===== src/rtl/cpu_ctrl_pkg.sv =====
// Shared definitions for the control sequencer: opcodes, FSM state
// encoding, IR field positions and the opcode classification helper.
package cpu_ctrl_pkg;

  // ALU / control opcodes carried in ir[31:27]
  localparam logic [4:0] OP_ADD  = 5'b00011;
  localparam logic [4:0] OP_SUB  = 5'b00100;
  localparam logic [4:0] OP_SHR  = 5'b00101;
  localparam logic [4:0] OP_SHL  = 5'b00110;
  localparam logic [4:0] OP_ROR  = 5'b00111;
  localparam logic [4:0] OP_ROL  = 5'b01000;
  localparam logic [4:0] OP_AND  = 5'b01001;
  localparam logic [4:0] OP_OR   = 5'b01010;
  localparam logic [4:0] OP_MUL  = 5'b01111;
  localparam logic [4:0] OP_DIV  = 5'b10000;
  localparam logic [4:0] OP_NEG  = 5'b10001;
  localparam logic [4:0] OP_NOT  = 5'b10010;
  localparam logic [4:0] OP_NOP  = 5'b11010;
  localparam logic [4:0] OP_HALT = 5'b11011;

  // IR field bit positions
  localparam int IR_OP_HI = 31;
  localparam int IR_OP_LO = 27;
  localparam int IR_RA_HI = 26;
  localparam int IR_RA_LO = 23;
  localparam int IR_RB_HI = 22;
  localparam int IR_RB_LO = 19;
  localparam int IR_RC_HI = 18;
  localparam int IR_RC_LO = 15;

  typedef enum logic [3:0] {
    ST_IDLE, ST_T0, ST_T1, ST_T2, ST_T3, ST_T4, ST_T5, ST_T6, ST_DONE, ST_HALTED
  } state_t;

  // Execution shape shared by groups of opcodes
  typedef enum logic [2:0] {
    CL_ALU2, CL_MULDIV, CL_UNARY, CL_NOP, CL_HALT, CL_ILLEGAL
  } op_class_t;

  function automatic op_class_t op_class(input logic [4:0] op);
    case (op)
      OP_ADD, OP_SUB, OP_AND, OP_OR,
      OP_SHR, OP_SHL, OP_ROR, OP_ROL: return CL_ALU2;
      OP_MUL, OP_DIV:                 return CL_MULDIV;
      OP_NEG, OP_NOT:                 return CL_UNARY;
      OP_NOP:                         return CL_NOP;
      OP_HALT:                        return CL_HALT;
      default:                        return CL_ILLEGAL;
    endcase
  endfunction

endpackage


===== src/rtl/reg_select_dec.sv =====
// Register index decoder: 4-bit index plus enable to a one-hot select.
module reg_select_dec #(
  parameter int NREGS = 16
) (
  input  logic [3:0]       idx,
  input  logic             en,
  output logic [NREGS-1:0] sel
);

  // At most one bit set; none when disabled
  always_comb begin
    sel = '0;
    for (int i = 0; i < NREGS; i++) begin
      sel[i] = en && (idx == 4'(i));
    end
  end

endmodule


===== src/rtl/control_sequencer.sv =====
// Moore control sequencer for fetch and execution of register-register
// ALU instructions. Outputs are decoded purely from the state register and
// the IR fields captured when leaving T2, so a changing ir after fetch
// cannot disturb an instruction in flight.
//
// Memory handshake: during T1 the sequencer holds read/MDRin and waits;
// mem_ready=1 in a T1 cycle means Mdatain is valid that cycle, and the
// sequencer moves to T2 on the following edge. mem_ready is ignored in
// every other state.
module control_sequencer
  import cpu_ctrl_pkg::*;
#(
  parameter int NREGS = 16,
  parameter int OPW   = 5
) (
  input  logic             clock,
  input  logic             clear,
  input  logic             run,
  input  logic [31:0]      ir,
  input  logic             mem_ready,
  output logic             PCout,
  output logic             MARin,
  output logic             incPC,
  output logic             Zin,
  output logic             Yin,
  output logic             PCin,
  output logic             read,
  output logic             MDRin,
  output logic             MDRout,
  output logic             IRin,
  output logic             ZLowOut,
  output logic             ZHighOut,
  output logic             HIin,
  output logic             LOin,
  output logic [NREGS-1:0] reg_in,
  output logic [NREGS-1:0] reg_out,
  output logic [OPW-1:0]   opcode,
  output logic             halted,
  output logic             illegal,
  output logic [3:0]       state_dbg
);

  state_t    state_q, state_d;
  logic [4:0] op_q;
  logic [3:0] ra_q, rb_q, rc_q;
  logic       t1_seen_q;
  op_class_t  cls;
  logic [3:0] in_idx, out_idx;
  logic       in_en, out_en, opc_en;

  assign cls       = op_class(op_q);
  assign state_dbg = state_q;
  assign opcode    = opc_en ? OPW'(op_q) : '0;

  // State register; T1 first-cycle flag; IR field capture on the T2->T3 edge
  always_ff @(posedge clock or negedge clear) begin
    if (!clear) begin
      state_q   <= ST_IDLE;
      op_q      <= '0;
      ra_q      <= '0;
      rb_q      <= '0;
      rc_q      <= '0;
      t1_seen_q <= 1'b0;
    end else begin
      state_q   <= state_d;
      t1_seen_q <= (state_q == ST_T1);
      if (state_q == ST_T2) begin
        op_q <= ir[IR_OP_HI:IR_OP_LO];
        ra_q <= ir[IR_RA_HI:IR_RA_LO];
        rb_q <= ir[IR_RB_HI:IR_RB_LO];
        rc_q <= ir[IR_RC_HI:IR_RC_LO];
      end
    end
  end

  // Next state and Moore strobe decode
  always_comb begin
    state_d  = state_q;
    PCout    = 1'b0;
    MARin    = 1'b0;
    incPC    = 1'b0;
    Zin      = 1'b0;
    Yin      = 1'b0;
    PCin     = 1'b0;
    read     = 1'b0;
    MDRin    = 1'b0;
    MDRout   = 1'b0;
    IRin     = 1'b0;
    ZLowOut  = 1'b0;
    ZHighOut = 1'b0;
    HIin     = 1'b0;
    LOin     = 1'b0;
    halted   = 1'b0;
    illegal  = 1'b0;
    opc_en   = 1'b0;
    in_en    = 1'b0;
    in_idx   = '0;
    out_en   = 1'b0;
    out_idx  = '0;
    case (state_q)
      ST_IDLE: if (run) state_d = ST_T0;
      ST_T0: begin
        PCout = 1'b1; MARin = 1'b1; incPC = 1'b1; Zin = 1'b1;
        state_d = ST_T1;
      end
      ST_T1: begin
        // PC reload happens once even if memory stalls
        ZLowOut = 1'b1; read = 1'b1; MDRin = 1'b1;
        PCin    = !t1_seen_q;
        if (mem_ready) state_d = ST_T2;
      end
      ST_T2: begin
        MDRout = 1'b1; IRin = 1'b1;
        state_d = ST_T3;
      end
      ST_T3: begin
        case (cls)
          CL_ALU2:   begin out_en = 1'b1; out_idx = rb_q; Yin = 1'b1; state_d = ST_T4; end
          CL_MULDIV: begin out_en = 1'b1; out_idx = ra_q; Yin = 1'b1; state_d = ST_T4; end
          CL_UNARY: begin
            out_en = 1'b1; out_idx = rb_q; opc_en = 1'b1; Zin = 1'b1;
            state_d = ST_T4;
          end
          CL_NOP:    state_d = ST_DONE;
          CL_HALT:   state_d = ST_HALTED;
          default:   begin illegal = 1'b1; state_d = ST_DONE; end
        endcase
      end
      ST_T4: begin
        case (cls)
          CL_ALU2: begin
            out_en = 1'b1; out_idx = rc_q; opc_en = 1'b1; Zin = 1'b1;
            state_d = ST_T5;
          end
          CL_MULDIV: begin
            out_en = 1'b1; out_idx = rb_q; opc_en = 1'b1; Zin = 1'b1;
            state_d = ST_T5;
          end
          CL_UNARY: begin
            ZLowOut = 1'b1; in_en = 1'b1; in_idx = ra_q;
            state_d = ST_DONE;
          end
          default: state_d = ST_DONE;
        endcase
      end
      ST_T5: begin
        case (cls)
          CL_ALU2:   begin ZLowOut = 1'b1; in_en = 1'b1; in_idx = ra_q; state_d = ST_DONE; end
          CL_MULDIV: begin ZLowOut = 1'b1; LOin = 1'b1; state_d = ST_T6; end
          default:   state_d = ST_DONE;
        endcase
      end
      ST_T6: begin
        ZHighOut = 1'b1; HIin = 1'b1;
        state_d = ST_DONE;
      end
      ST_DONE:   state_d = run ? ST_T0 : ST_IDLE;
      ST_HALTED: halted = 1'b1;
      default:   state_d = ST_IDLE;
    endcase
  end

  reg_select_dec #(.NREGS(NREGS)) u_in_dec (
    .idx (in_idx),
    .en  (in_en),
    .sel (reg_in)
  );

  reg_select_dec #(.NREGS(NREGS)) u_out_dec (
    .idx (out_idx),
    .en  (out_en),
    .sel (reg_out)
  );

endmodule


===== config.mk =====
export PLATFORM = sky130hd
export DESIGN_NAME = control_sequencer
export DESIGN_NICKNAME = d
export VERILOG_FILES = /design/src/rtl/cpu_ctrl_pkg.sv /design/src/rtl/reg_select_dec.sv /design/src/rtl/control_sequencer.sv
export SDC_FILE = /design/constraint.sdc
export NUM_CORES = 1
export LEC_CHECK = 0
export BUFFER_PORTS_ARGS = -buffer_cell sky130_fd_sc_hd__buf_2
export CAP_MARGIN = 15
export CORE_MARGIN = 2
export CORE_UTILIZATION = 50
export DETAILED_ROUTE_END_ITERATION = 6
export PLACE_DENSITY = 0.85
export SYNTH_ARGS = -nofsm -noshare
export SYNTH_HDL_FRONTEND = slang
export SYNTH_HIERARCHICAL = 1
export SYNTH_SLANG_ARGS = --single-unit

===== constraint.sdc =====
create_clock -name clock -period 6.11 [get_ports clock]
set_input_delay 0.611 -clock clock [delete_from_list [all_inputs] [get_ports clock]]
set_output_delay 0.611 -clock clock [all_outputs]
set_load 0.02 [all_outputs]

Yosys cells after proc, flatten, opt, wreduce, memory -nomap -nowiden. Memories as Yosys holds them, arrays and structs flattened. Cells that the tools add are included.

Equal/unequal tests: 45. Muxes and demuxes: 34. Bitwise logic cells: 1. Reductions and logical operators: 42.

Operators with widths (count): 4-bit equality test (second input constant) (18); 4-bit by 3-bit equality test with 1-bit output (second input constant) (12); 4-bit case mux with 10 select lines (1); 4-bit case mux with 2 select lines (5); 1-bit logical AND (32); 4-bit by 2-bit equality test with 1-bit output (second input constant) (6); 4-bit 2-to-1 mux (6); 1-bit 2-to-1 mux (16); 4-bit by 1-bit equality test with 1-bit output (second input constant) (3); 4-bit logical NOT (3); 3-bit by 2-bit equality test with 1-bit output (second input constant) (2); 1-bit case mux with 2 select lines (3); 1-bit case mux with 3 select lines (2); 5-bit 2-to-1 mux (1); 5-bit OR reduction (1); 2-bit inequality test (second input constant) (2); 2-bit OR reduction (2); 3-bit by 1-bit equality test with 1-bit output (second input constant) (1); 3-bit equality test (second input constant) (1); 3-bit logical NOT (1); 3-bit AND reduction (1); 3-bit OR reduction (1); 1-bit logical NOT (1); 1-bit inverter (1).

Flip-flop bits (word level): 22. Bits in read-only memories: 96. Input port bits: 36. Output and inout port bits: 57. Memories kept: 1.

Memory list: (name not given) (depth 32, width 3, read ports 1, clocked after Yosys merged registers in 0, wr ports 0, RTL line cpu_ctrl_pkg.sv:41) `case (op)`.

Depth between registers and ports, before layout. Gate-level depths: netlist (run 1). An unclocked memory read counts as a cell.

Depth in word-level cells: 7. Gate-level depth with buffers: 10. Depth with buffers taken out: 9.

By module. The synthesis (run 1) kept the hierarchy.

Modules (own cells, without submodules): control_sequencer (instances 1, cells an instance 170, area each 1616.6 um^2, seq. area each 550.5 um^2); reg_select_dec (instances 2, cells an instance 23, area each 117.6 um^2, seq. area each 0.0 um^2).

Least setup slack after synthesis (run 1). No wires, ideal clock.

Path type: register -> output. Start: register op_q[0]. End: output port reg_out[1]. Data arrival time: 2570 ps. Slack: 2929 ps. Stages on the path, launching flop included: 7. Path buffers: 0. Cells stage by stage: dfrtp_1 > ha_1 > o211a_2 > or4_4 > a211oi_1 > or3b_4 > nor2_1.

Elaborated cells on any way between the ends: 15. Those cells by class: eq/ne (3); mux (6); reduce/logical (5); memory (1).

RTL lines: start: declaration (RTL line control_sequencer.sv:44) `logic [4:0] op_q;`; start signal: assignment (RTL line control_sequencer.sv:68) `op_q <= ir[IR_OP_HI:IR_OP_LO];`; memory 32 x 3 bit *; 3-bit by 1-bit equality test with 1-bit output (tied with other cells) (RTL line control_sequencer.sv:117, control_sequencer.sv:130); 3-bit OR reduction (no source line) / 2-bit OR reduction (equally long branches); 1-bit 2-to-1 mux (on tied branches) (RTL line control_sequencer.sv:117, control_sequencer.sv:130); 1-bit case mux with 2 select lines * (RTL line control_sequencer.sv:100) `case (state_q)`; net out_en (RTL line control_sequencer.sv:49) `logic in_en, out_en, opc_en;`; 1-bit logical AND * (RTL line reg_select_dec.sv:14) `sel[i] = en && (idx == 4'(i));`; end: declaration (RTL line control_sequencer.sv:36) `output logic [NREGS-1:0] reg_out,`.

Mark *: on every way through the listed nets, which the timed path passes. The rest lies on a longest branch.

Worst setup path in the final report (run 1).
Start: register op_q[0]. End: output port reg_in[10].

Elaborated cells on any way between the ends: 11. Those cells by class: eq/ne (2); mux (6); reduce/logical (2); memory (1).

RTL lines: memory 32 x 3 bit *; 3-bit by 2-bit equality test with 1-bit output / 3-bit logical NOT (equally long branches) (RTL line control_sequencer.sv:130, control_sequencer.sv:147); 1-bit 2-to-1 mux (on tied branches) (RTL line control_sequencer.sv:130, control_sequencer.sv:147); 1-bit case mux with 2 select lines * (RTL line control_sequencer.sv:100); net in_en (RTL line control_sequencer.sv:49); 1-bit logical AND * (RTL line reg_select_dec.sv:14); end: declaration (RTL line control_sequencer.sv:35) `output logic [NREGS-1:0] reg_in,`.

Marks and branches as above.

==> results of run 1 <==
## report_power, final
part	switching, mW	internal [mW]
clock network	0.0510	0.0876
registers	0.0970	0.218
logic	0.384	0.281
total	0.532	0.587
## worst paths after layout
kind	to	cells past startpoint
max in group asynchronous	ra_q[1]$_DFFE_PN0P_	1
max reg2reg	state_dbg[0]$_DFFE_PN0P_	7
min in group clock	rc_q[2]$_DFFE_PN0P_	1
max	reg_in[10]	10
min reg2reg	rc_q[2]$_DFFE_PN0P_	1
min	op_q[0]$_DFFE_PN0P_	1
## cell type report
class | count | area (um2) | area share
multi-input combinational | 172 | 1186 | 0.5186
inverter | 7 | 26.28 | 0.01149
clock inverter | 1 | 30.03 | 0.01313
sequential | 22 | 550.5 | 0.2407
tap | 48 | 60.06 | 0.02626
timing repair buffer | 78 | 392.9 | 0.1718
clock buffer | 3 | 41.29 | 0.01805
## metrics by stage
stage,instances,power (mW),setup slack [ns],area [um2],util
floorplan,216,0.8526,2.929,1852,-
global placement,327,0.9511,2.562,2216,0.6145
detailed placement,327,0.9703,2.471,2216,0.6145
CTS,331,1.112,2.170,2287,0.6343
global route,331,1.198,1.908,2287,0.6343
finish,331,1.118,2.152,2287,0.6343
## flip-flops by register name, summed over array words and instances, names as in the netlist
register and count:
ra_q 4, t1_seen_q 1, rb_q 4, rc_q 4, state_dbg 4, op_q 5
## routing by layer
layer / global-route usage / wire length, um
met4: 0.07447 / 65
met5: 0 / 0
met2: 0.3634 / 2166
met3: 0.03125 / 215
met1: 0.2931 / 1992
## synth_stat cells, drive strengths merged (5+ instances only)
library cell	n
a21oi	7
nor3	14
buf	10
dfrtp	22
nand2	11
nor2b	6
nand2b	9
mux2	16
nor2	35
o21ai	11
clkbuf	5
inv	7
and2	8
## cell families after synthesis
group,after synthesis,share of synthesized area
compound gates,43,0.1784
simple gates,106,0.3182
buf+inv,22,0.06487
fa+ha+maj,3,0.02027
mux,20,0.1209
flops,22,0.2973
==> run_results.csv, run 1 <==
group,metric,value,unit
sta,finClkSkew,0.005883,ns
drt,drt_wl_total,4441,um
setup_path,cp_num_buf_inv,2,
synthesis,synth_ff_type,"dfrtp_1",
power_and_ir_drop,cellLeakagePower,1.121,nW
layout,areaGrowthSynthToFinish,23.51,%
setup_path,r2r_slack,3.79,ns
grt,antenna_found_initial,0,
setup_path,cp.required,5.50,ns
synthesis,yosysSeqAreaShare,0.2973,
floorplan,dieHeight,64.86,um
layout,antennaDiodeCount,0,
synthesis,ys_async_sr_fraction,1.000,
layout,layout.nets,323,
synthesis,syn_area,1852,um2
setup_path,r2r-start,"op_q[0]$_DFFE_PN0P_",
synthesis,ys_types,49,
grt,grt_max_degree,23,
cts,cts.clk_slew.worst_paths,0.09,ns
drt,via_per_inst,5.619,
setup_path,worstPathMaxFanout,16,
status,status,"finished clean",
placement,io_buffer_count,77,
cts,htree_levels,1,
cts,clock_latency,0.27,ns
sta,maxSlewHeadroom,0.5420,
placement,place_hpwl,3300,um
layout,n_fill_cell,329,
floorplan,die_w,64.86,um
setup_path,cp_cell_sequence,"inv_1 > ha_1 > or2_2 > a21oi_2 > nand2_1 > a211oi_4 > and3_1 > nand2b_1 > nor2_1 > buf_2",
synthesis,synth_seq_cells,22,
sta,maxSlewViolCount,0,
layout,final_common_cell,"buf_2",
cts,cts_buffer_depth,2,
sta,fin_crit,3.958,ns
setup_path,criticalPathCategory,"reg -> out",
cts,root_buffer,"clkbuf_8",
sta,post-route-period-util,0.6478,
cts,cts_sinks,22,
synthesis,ys_top_cells_by_area,"dfrtp_1, mux2_2, nor2_1",
sta,finalHoldViolCount,0,
synthesis,synth_warnings,6,
grt,first_global_vias,1649,
grt,gr-usage-all-layers,0.2195,
sta,max_freq,0.2527,GHz
power_and_ir_drop,vdd_drop_max,0.0002472,V
setup_path,cp_top_family,"simple AND/OR/NAND/NOR gates",
floorplan,rows,22,
cts,holdBufCountCts,0,
setup_path,crit_path_start_kind,"flip-flop",
grt,grt_pass1_wl,7452,um
sta,tns,0,ns
setup_path,critical-path-max-stage-delay,0.54,ns
cts,cts_tree,"done",
floorplan,initial_utilization,0.5135,
cts,post_cts_resize_count,0,
drt,ant_nets,0,
layout,final_cell_mix,"buf_2, nor2_1, dfrtp_1",
floorplan,core_area,3606,um2
synthesis,synthesis.nets,255,
synthesis,yosys.area.top_type,"dfrtp_1",
drt,routedWlPerCell,13.42,um
layout,drive_gt1_frac,0.4205,
setup_path,slowest_stage,"a21oi_2",
synthesis,synth_top_area_share,0.2973,
drt,drtPass1Iterations,4,
power_and_ir_drop,powerDensity,489.0,nW/um2
setup_path,arrival,3.35,ns
grt,overflow,0,
synthesis,synth_edf_count,0,
sta,holdWs,0.2904,ns
sta,max_slew.worst_pin.slew,0.6813,ns
setup_path,setup.worst_path.start,"op_q[0]$_DFFE_PN0P_",
synthesis,syn_avg_cell_area,8.573,um2
hold_path,hp-class,"in -> async",
sta,grt_setup_unrepaired,"false",
job,maxCapViolCount,0,
synthesis,syn-instance-count,216,
sta,setup_viol,0,
cts,cts-buffers-inserted,3,
drt,drtIter0Drc,181,
setup_path,worstSetupEndpointType,"output port",
floorplan,die_area,4206,um2
drt,dr_total_vias,1860,
placement,place_congestion,0.8919,
floorplan,io_pins,93,
cts,cts_setup_buffers,0,
drt,drc,0,
No activity file was read; power rests on OpenSTA's default activity.
==> run 2, diff against run 1 <==
Settings changed: ABC_AREA set to 1, CORE_UTILIZATION 50 to 42, PLACE_DENSITY 0.85 to 0.76.
Clock period 6.11 ns to 3.5 ns, I/O delays scaled along.
==> run 2 against run 1 <==
Sequential share of layout area is 0.43 points lower. Largest power group unchanged. Highest routed layer unchanged. Clock power up 73%. Wire length is 0.27% lower.
==> run_results.csv, run 2 <==
group,metric,value,unit
setup_path,cp_num_buf_inv,3,
cts,cts_setup_buffers,0,
setup_path,criticalPathCategory,"reg -> out",
power_and_ir_drop,powerDensity,843.9,nW/um2
floorplan,core_area,4294,um2
synthesis,synth.most_common_cell,"nand2_1",
cts,root_buffer,"clkbuf_8",
synthesis,synthTopCellsByCount,"nand2_1, nor2_1, inv_1",
placement,io_buffer_count,77,
sta,tns,0,ns
cts,post_cts_resize_count,0,
layout,n_fill_cell,442,
synthesis,synth_seq_cells,22,
sta,post-route-period-util,0.8863,
drt,drc,0,
drt,drtIter0Drc,96,
synthesis,syn_area,1858,um2
job,maxCapViolCount,0,
layout,final_cell_mix,"nand2_1, buf_2, nor2_1",
floorplan,die_w,70.51,um
sta,maxSlewViolCount,0,
sta,setup_viol,0,
layout,layout.nets,393,
setup_path,crit_path_start_kind,"flip-flop",
cts,cts_buffer_depth,2,
drt,drtPass1Iterations,4,
synthesis,synthesis.nets,318,
cts,cts_tree,"done",
placement,dpl_cell_area,2257,um2
drt,dr_total_vias,1935,
floorplan,initial_utilization,0.4327,
synthesis,yosysSeqAreaShare,0.2963,
cts,cts_sinks,22,
setup_path,crit_top_cell,"nand2_4",
grt,antenna_found_initial,0,
sta,max_freq,0.3224,GHz
floorplan,die_area,4972,um2
setup_path,cp.required,3.15,ns
grt,first_global_vias,1709,
layout,regMostFlops,"op_q",
layout,fin_cells,405,
layout,utilization,0.5422,
drt,ant_nets,0,
cts,holdBufCountCts,0,
placement,place_ws,0.7156,ns
power_and_ir_drop,cellLeakagePower,1.366,nW
layout,stdcell_area,2328,um2
drt,routedWlPerCell,10.94,um
synthesis,synth_edf_count,0,
cts,cts.clk_slew.worst_paths,0.08,ns
synthesis,yosys.area.top_type,"dfrtp_1",
power_and_ir_drop,vdd_drop_max,0.0004405,V
floorplan,dieHeight,70.51,um
hold_path,hp-class,"in -> async",
power_and_ir_drop,p_total,1.965,mW
sta,holdWs,0.03716,ns
sta,fin_ws,0.3980,ns
synthesis,syn_avg_cell_area,6.660,um2
floorplan,io_pins,93,
synthesis,synth_warnings,6,
sta,finalHoldViolCount,0,
synthesis,synth_ff_type,"dfrtp_1",
setup_path,worstPathMaxFanout,7,
synthesis,ys_top_cells_by_area,"dfrtp_1, nand2_1, nor2_1",
drt,via_per_inst,4.778,
layout,largest_reg_flops,5,
sta,grt_setup_unrepaired,"false",
layout,final_common_cell,"nand2_1",
setup_path,critical-path-max-stage-delay,0.39,ns
sta,maxSlewHeadroom,0.6167,
synthesis,ys_types,29,
floorplan,rows,24,
setup_path,cp_top_family,"simple AND/OR/NAND/NOR gates",
setup_path,slowest_stage,"dfrtp_1",
sta,max_slew.worst_pin.slew,0.5690,ns
drt,drt_wl_total,4429,um
placement,dp_cells,401,
synthesis,synth_top_area_share,0.2963,
setup_path,arrival,2.75,ns
status,status,"finished clean",
cts,htree_levels,1,
layout,drive_gt1_frac,0.3343,
setup_path,worstSetupEndpointType,"output port",
placement,place_hpwl,3498,um
cts,cts-buffers-inserted,3,
grt,grt_max_degree,23,
synthesis,syn-instance-count,279,
grt,gr-usage-all-layers,0.1816,
grt,overflow,0,
layout,antennaDiodeCount,0,
synthesis,ys_async_sr_fraction,1.000,
cts,clock_latency,0.27,ns
layout,areaGrowthSynthToFinish,25.32,%
placement,place_congestion,0.8405,
grt,grt_pass1_wl,7438,um
sta,finClkSkew,0.005412,ns
sta,fin_crit,3.102,ns
setup_path,cp_cell_sequence,"inv_1 > ha_1 > o21ai_1 > nand3_4 > inv_4 > nand2_4 > nor2_8 > nand2_4 > a21oi_1 > nand3_1 > nor2_1 > buf_2",
-- run 2: path summary, 6_finish.rpt --
path / start / to / slack (ns) / cells after the start
max: op_q[0]$_DFFE_PN0P_ / reg_in[2] / 0.40 / 12
min: clear / op_q[2]$_DFFE_PN0P_ / 0.04 / 1
max reg2reg: op_q[0]$_DFFE_PN0P_ / state_dbg[2]$_DFFE_PN0P_ / 1.69 / 10
min reg2reg: rc_q[0]$_DFFE_PN0P_ / rc_q[0]$_DFFE_PN0P_ / 0.49 / 2
max in group asynchronous: clear / ra_q[2]$_DFFE_PN0P_ / 3.12 / 1
min in group clock: ir[28] / op_q[1]$_DFFE_PN0P_ / 0.28 / 3
-- run 2: report_power, final --
part	switching [mW]	leakage, nW	total, mW	internal (mW)
logic	0.866	1.06	1.25	0.381
clock network	0.0867	0.0357	0.240	0.153
registers	0.100	0.274	0.478	0.378
total	1.05	1.37	1.96	0.912
-- run 2: cells by family after synthesis --
| logic type | synth area share |
|---|---|
| AOI/OAI and AO/OA | 0.09764 |
| and+or+nand+nor | 0.4828 |
| DFF | 0.2963 |
| buffers and inverters | 0.1030 |
| adders and majority gates | 0.02020 |
-- run 2: cell type report --
cell class | count | area, um2 | area share
tap | 52 | 65.06 | 0.02794
inverter | 34 | 132.6 | 0.05696
clock inverter | 1 | 30.03 | 0.01290
timing repair buffer | 78 | 392.9 | 0.1687
sequential | 22 | 550.5 | 0.2364
multi-input combinational | 215 | 1116 | 0.4793
clock buffer | 3 | 41.29 | 0.01773
-- run 2: routing by layer --
layer / GRT usage / share of wire / vias to the layer above
met5: 0 / 0 / -
met4: 0.07265 / 0.021 / 0
met3: 0.02165 / 0.052 / 8
met2: 0.2956 / 0.45 / 57
met1: 0.2455 / 0.48 / 859
li1: - / - / 1011
==> run 3, diff against run 2 <==
Settings changed: ABC_AREA 1 to not set.
==> run 3 against run 2 <==
Count of clock-buffer cells in the layout did not move. Critical endpoint is now reg_in[0]. Combinational power barely moved. Wire length rose by 4.5%. Hold slack improved by 0.017 ns. Utilization rose by 0.32 points. Flip-flop and latch count did not move. Sequential power rose by 8.6%. Largest cell class unchanged. Final cell count fell by 16%. Sequential share of layout area fell by 0.14 points. Highest routed layer unchanged. Cell area rose by 0.59%.
==> run_results.csv, run 3 (same netlist as run 1, synthesis figures left out) <==
group,metric,value,unit
cts,cts.clk_slew.worst_paths,0.08,ns
floorplan,initial_utilization,0.4312,
sta,grt_setup_unrepaired,"true",
grt,grt_max_degree,23,
sta,finalHoldViolCount,0,
setup_path,criticalPathCategory,"reg -> out",
sta,finClkSkew,0.002214,ns
cts,cts_tree,"done",
setup_path,cp_top_family,"simple AND/OR/NAND/NOR gates",
layout,fin_cells,340,
layout,final_cell_mix,"buf_2, nor2_1, dfrtp_1",
layout,final_common_cell,"buf_2",
sta,fin_ws,0.1353,ns
layout,n_fill_cell,412,
power_and_ir_drop,p_total,1.932,mW
cts,root_buffer,"clkbuf_8",
status,status,"finished clean",
grt,gr-usage-all-layers,0.1870,
setup_path,slowest_stage,"or4_4",
setup_path,cp_num_buf_inv,2,
cts,clock_latency,0.26,ns
layout,layout.nets,329,
power_and_ir_drop,vdd_drop_max,0.0003839,V
drt,ant_nets,0,
floorplan,die_w,70.40,um
sta,maxSlewViolCount,0,
grt,grt_use_met3,0.02453,
sta,max_slew.worst_pin.slew,0.6072,ns
power_and_ir_drop,powerDensity,824.9,nW/um2
grt,grt_pass1_wl,7603,um
floorplan,dieHeight,70.40,um
setup_path,cp.required,3.15,ns
setup_path,worstSetupEndpointType,"output port",
setup_path,worstRegToRegCells,7,
floorplan,core_area,4294,um2
grt,first_global_vias,1703,
setup_path,cp.depth,9,
layout,stdcell_area,2342,um2
cts,cts_sinks,22,
hold_path,hp-class,"in -> async",
sta,tns,0,ns
setup_path,cp_cell_sequence,"ha_2 > nor2b_4 > o21a_1 > or4_4 > a211oi_4 > buf_4 > or3b_4 > nor3_2 > buf_2",
setup_path,worstPathMaxFanout,7,
grt,gr-usage-met1,0.2342,
layout,areaGrowthSynthToFinish,26.49,%
grt,antenna_found_initial,0,
setup_path,arrival,3.01,ns
placement,place_ws,0.2955,ns
placement,place_hpwl,3512,um
power_and_ir_drop,cellLeakagePower,1.142,nW
cts,cts-buffers-inserted,3,
placement,io_buffer_count,77,
grt,met2_usage,0.3291,
drt,via_per_inst,5.374,
placement,dp_cells,335,
drt,drtIter0Drc,159,
sta,max_freq,0.2972,GHz
placement,place_congestion,0.8575,
floorplan,io_pins,93,
drt,drc,0,
placement,dpl_cell_area,2251,um2
sta,fin_crit,3.365,ns
grt,overflow,0,
layout,drive_gt1_frac,0.4514,
cts,cts_buffer_depth,2,
cts,htree_levels,1,
layout,largest_reg_flops,5,
floorplan,rows,24,
layout,antennaDiodeCount,0,
sta,post-route-period-util,0.9613,
drt,drtPass1Iterations,4,
drt,drt_wl_total,4629,um
setup_path,critical-path-max-stage-delay,0.60,ns
layout,regMostFlops,"op_q",
job,maxCapViolCount,0,
sta,setup_viol,0,
grt,grt-busiest-layer,"met2",
setup_path,crit_path_start_kind,"flip-flop",
floorplan,die_area,4956,um2
sta,maxSlewHeadroom,0.5944,
drt,dr_total_vias,1827,
drt,routedWlPerCell,13.61,um
[run 3: changes by cell type in the layout (fill, tap and decap cells not counted), sizes merged, moves of 6 or more]
cell    delta
nand2     -84
inv       -27
nand3     -26
nor2      -19
mux2      +16
nor3      +11
nand2b     +9
and2       +8
o21ai      -7
buf        +6
nor2b      +6
[run 3: worst reg2reg max path, delay by kind of cell, from the launching register on]
| family | cells | cell delay, ns |
|---|---|---|
| buf+inv | 1 | 0.07 |
| simple gates | 2 | 0.50 |
| flops | 1 | 0.41 |
| mux | 1 | 0.34 |
| fa+ha+maj | 1 | 0.28 |
| compound gates | 2 | 0.56 |
[run 3: routing by layer]
| layer | wire length, um | part of all wire |
|---|---|---|
| met5 | 0 | 0 |
| met4 | 53 | 0.011 |
| met3 | 220 | 0.048 |
| met2 | 2348 | 0.51 |
| met1 | 2006 | 0.43 |
[run 3: power breakdown]
part / switching, mW / internal [mW]
Sequential: 0.138 / 0.381
Combinational: 0.720 / 0.536
Clock: 0.0810 / 0.0768
Total: 0.939 / 0.994
[run 3: per-stage QoR]
step / hold slack [ns] / utilization
after global routing: 0.08976 / 0.5455
after floorplan: 0.05441 / -
after global placement: 0.3435 / 0.5242
final: 0.05418 / 0.5455
after CTS: 0.06958 / 0.5338
after detailed placement: 0.3566 / 0.5242
[run 3: worst paths after layout]
| kind | from | endpoint | slack (ns) |
|---|---|---|---|
| worst max register to register | op_q[0]$_DFFE_PN0P_ | state_dbg[3]$_DFFE_PN0P_ | 1.23 |
| min in group clock | ir[27] | op_q[0]$_DFFE_PN0P_ | 0.30 |
| max in group asynchronous | clear | ra_q[0]$_DFFE_PN0P_ | 3.09 |
| worst max-delay path | op_q[0]$_DFFE_PN0P_ | reg_in[0] | 0.14 |
| worst min register to register | rc_q[1]$_DFFE_PN0P_ | rc_q[1]$_DFFE_PN0P_ | 0.51 |
| worst min-delay path | clear | op_q[3]$_DFFE_PN0P_ | 0.05 |
[run 3: area by class of cell]
class	count	area, um2	area share
well taps	52	65.06	0.02778
inverters	7	26.28	0.01122
multi-input cells	172	1221	0.5214
clock buffers	3	41.29	0.01763
repair buffers	84	437.9	0.1870
flip-flops and latches	22	550.5	0.2350
[run 3: what timing repair did]
action | 4_1_cts | 5_1_grt
endpoints found under the setup margin | 0 | 30
resized for setup | 0 | 8
hold buffers | 0 | 0
buffers inserted | 0 | 2
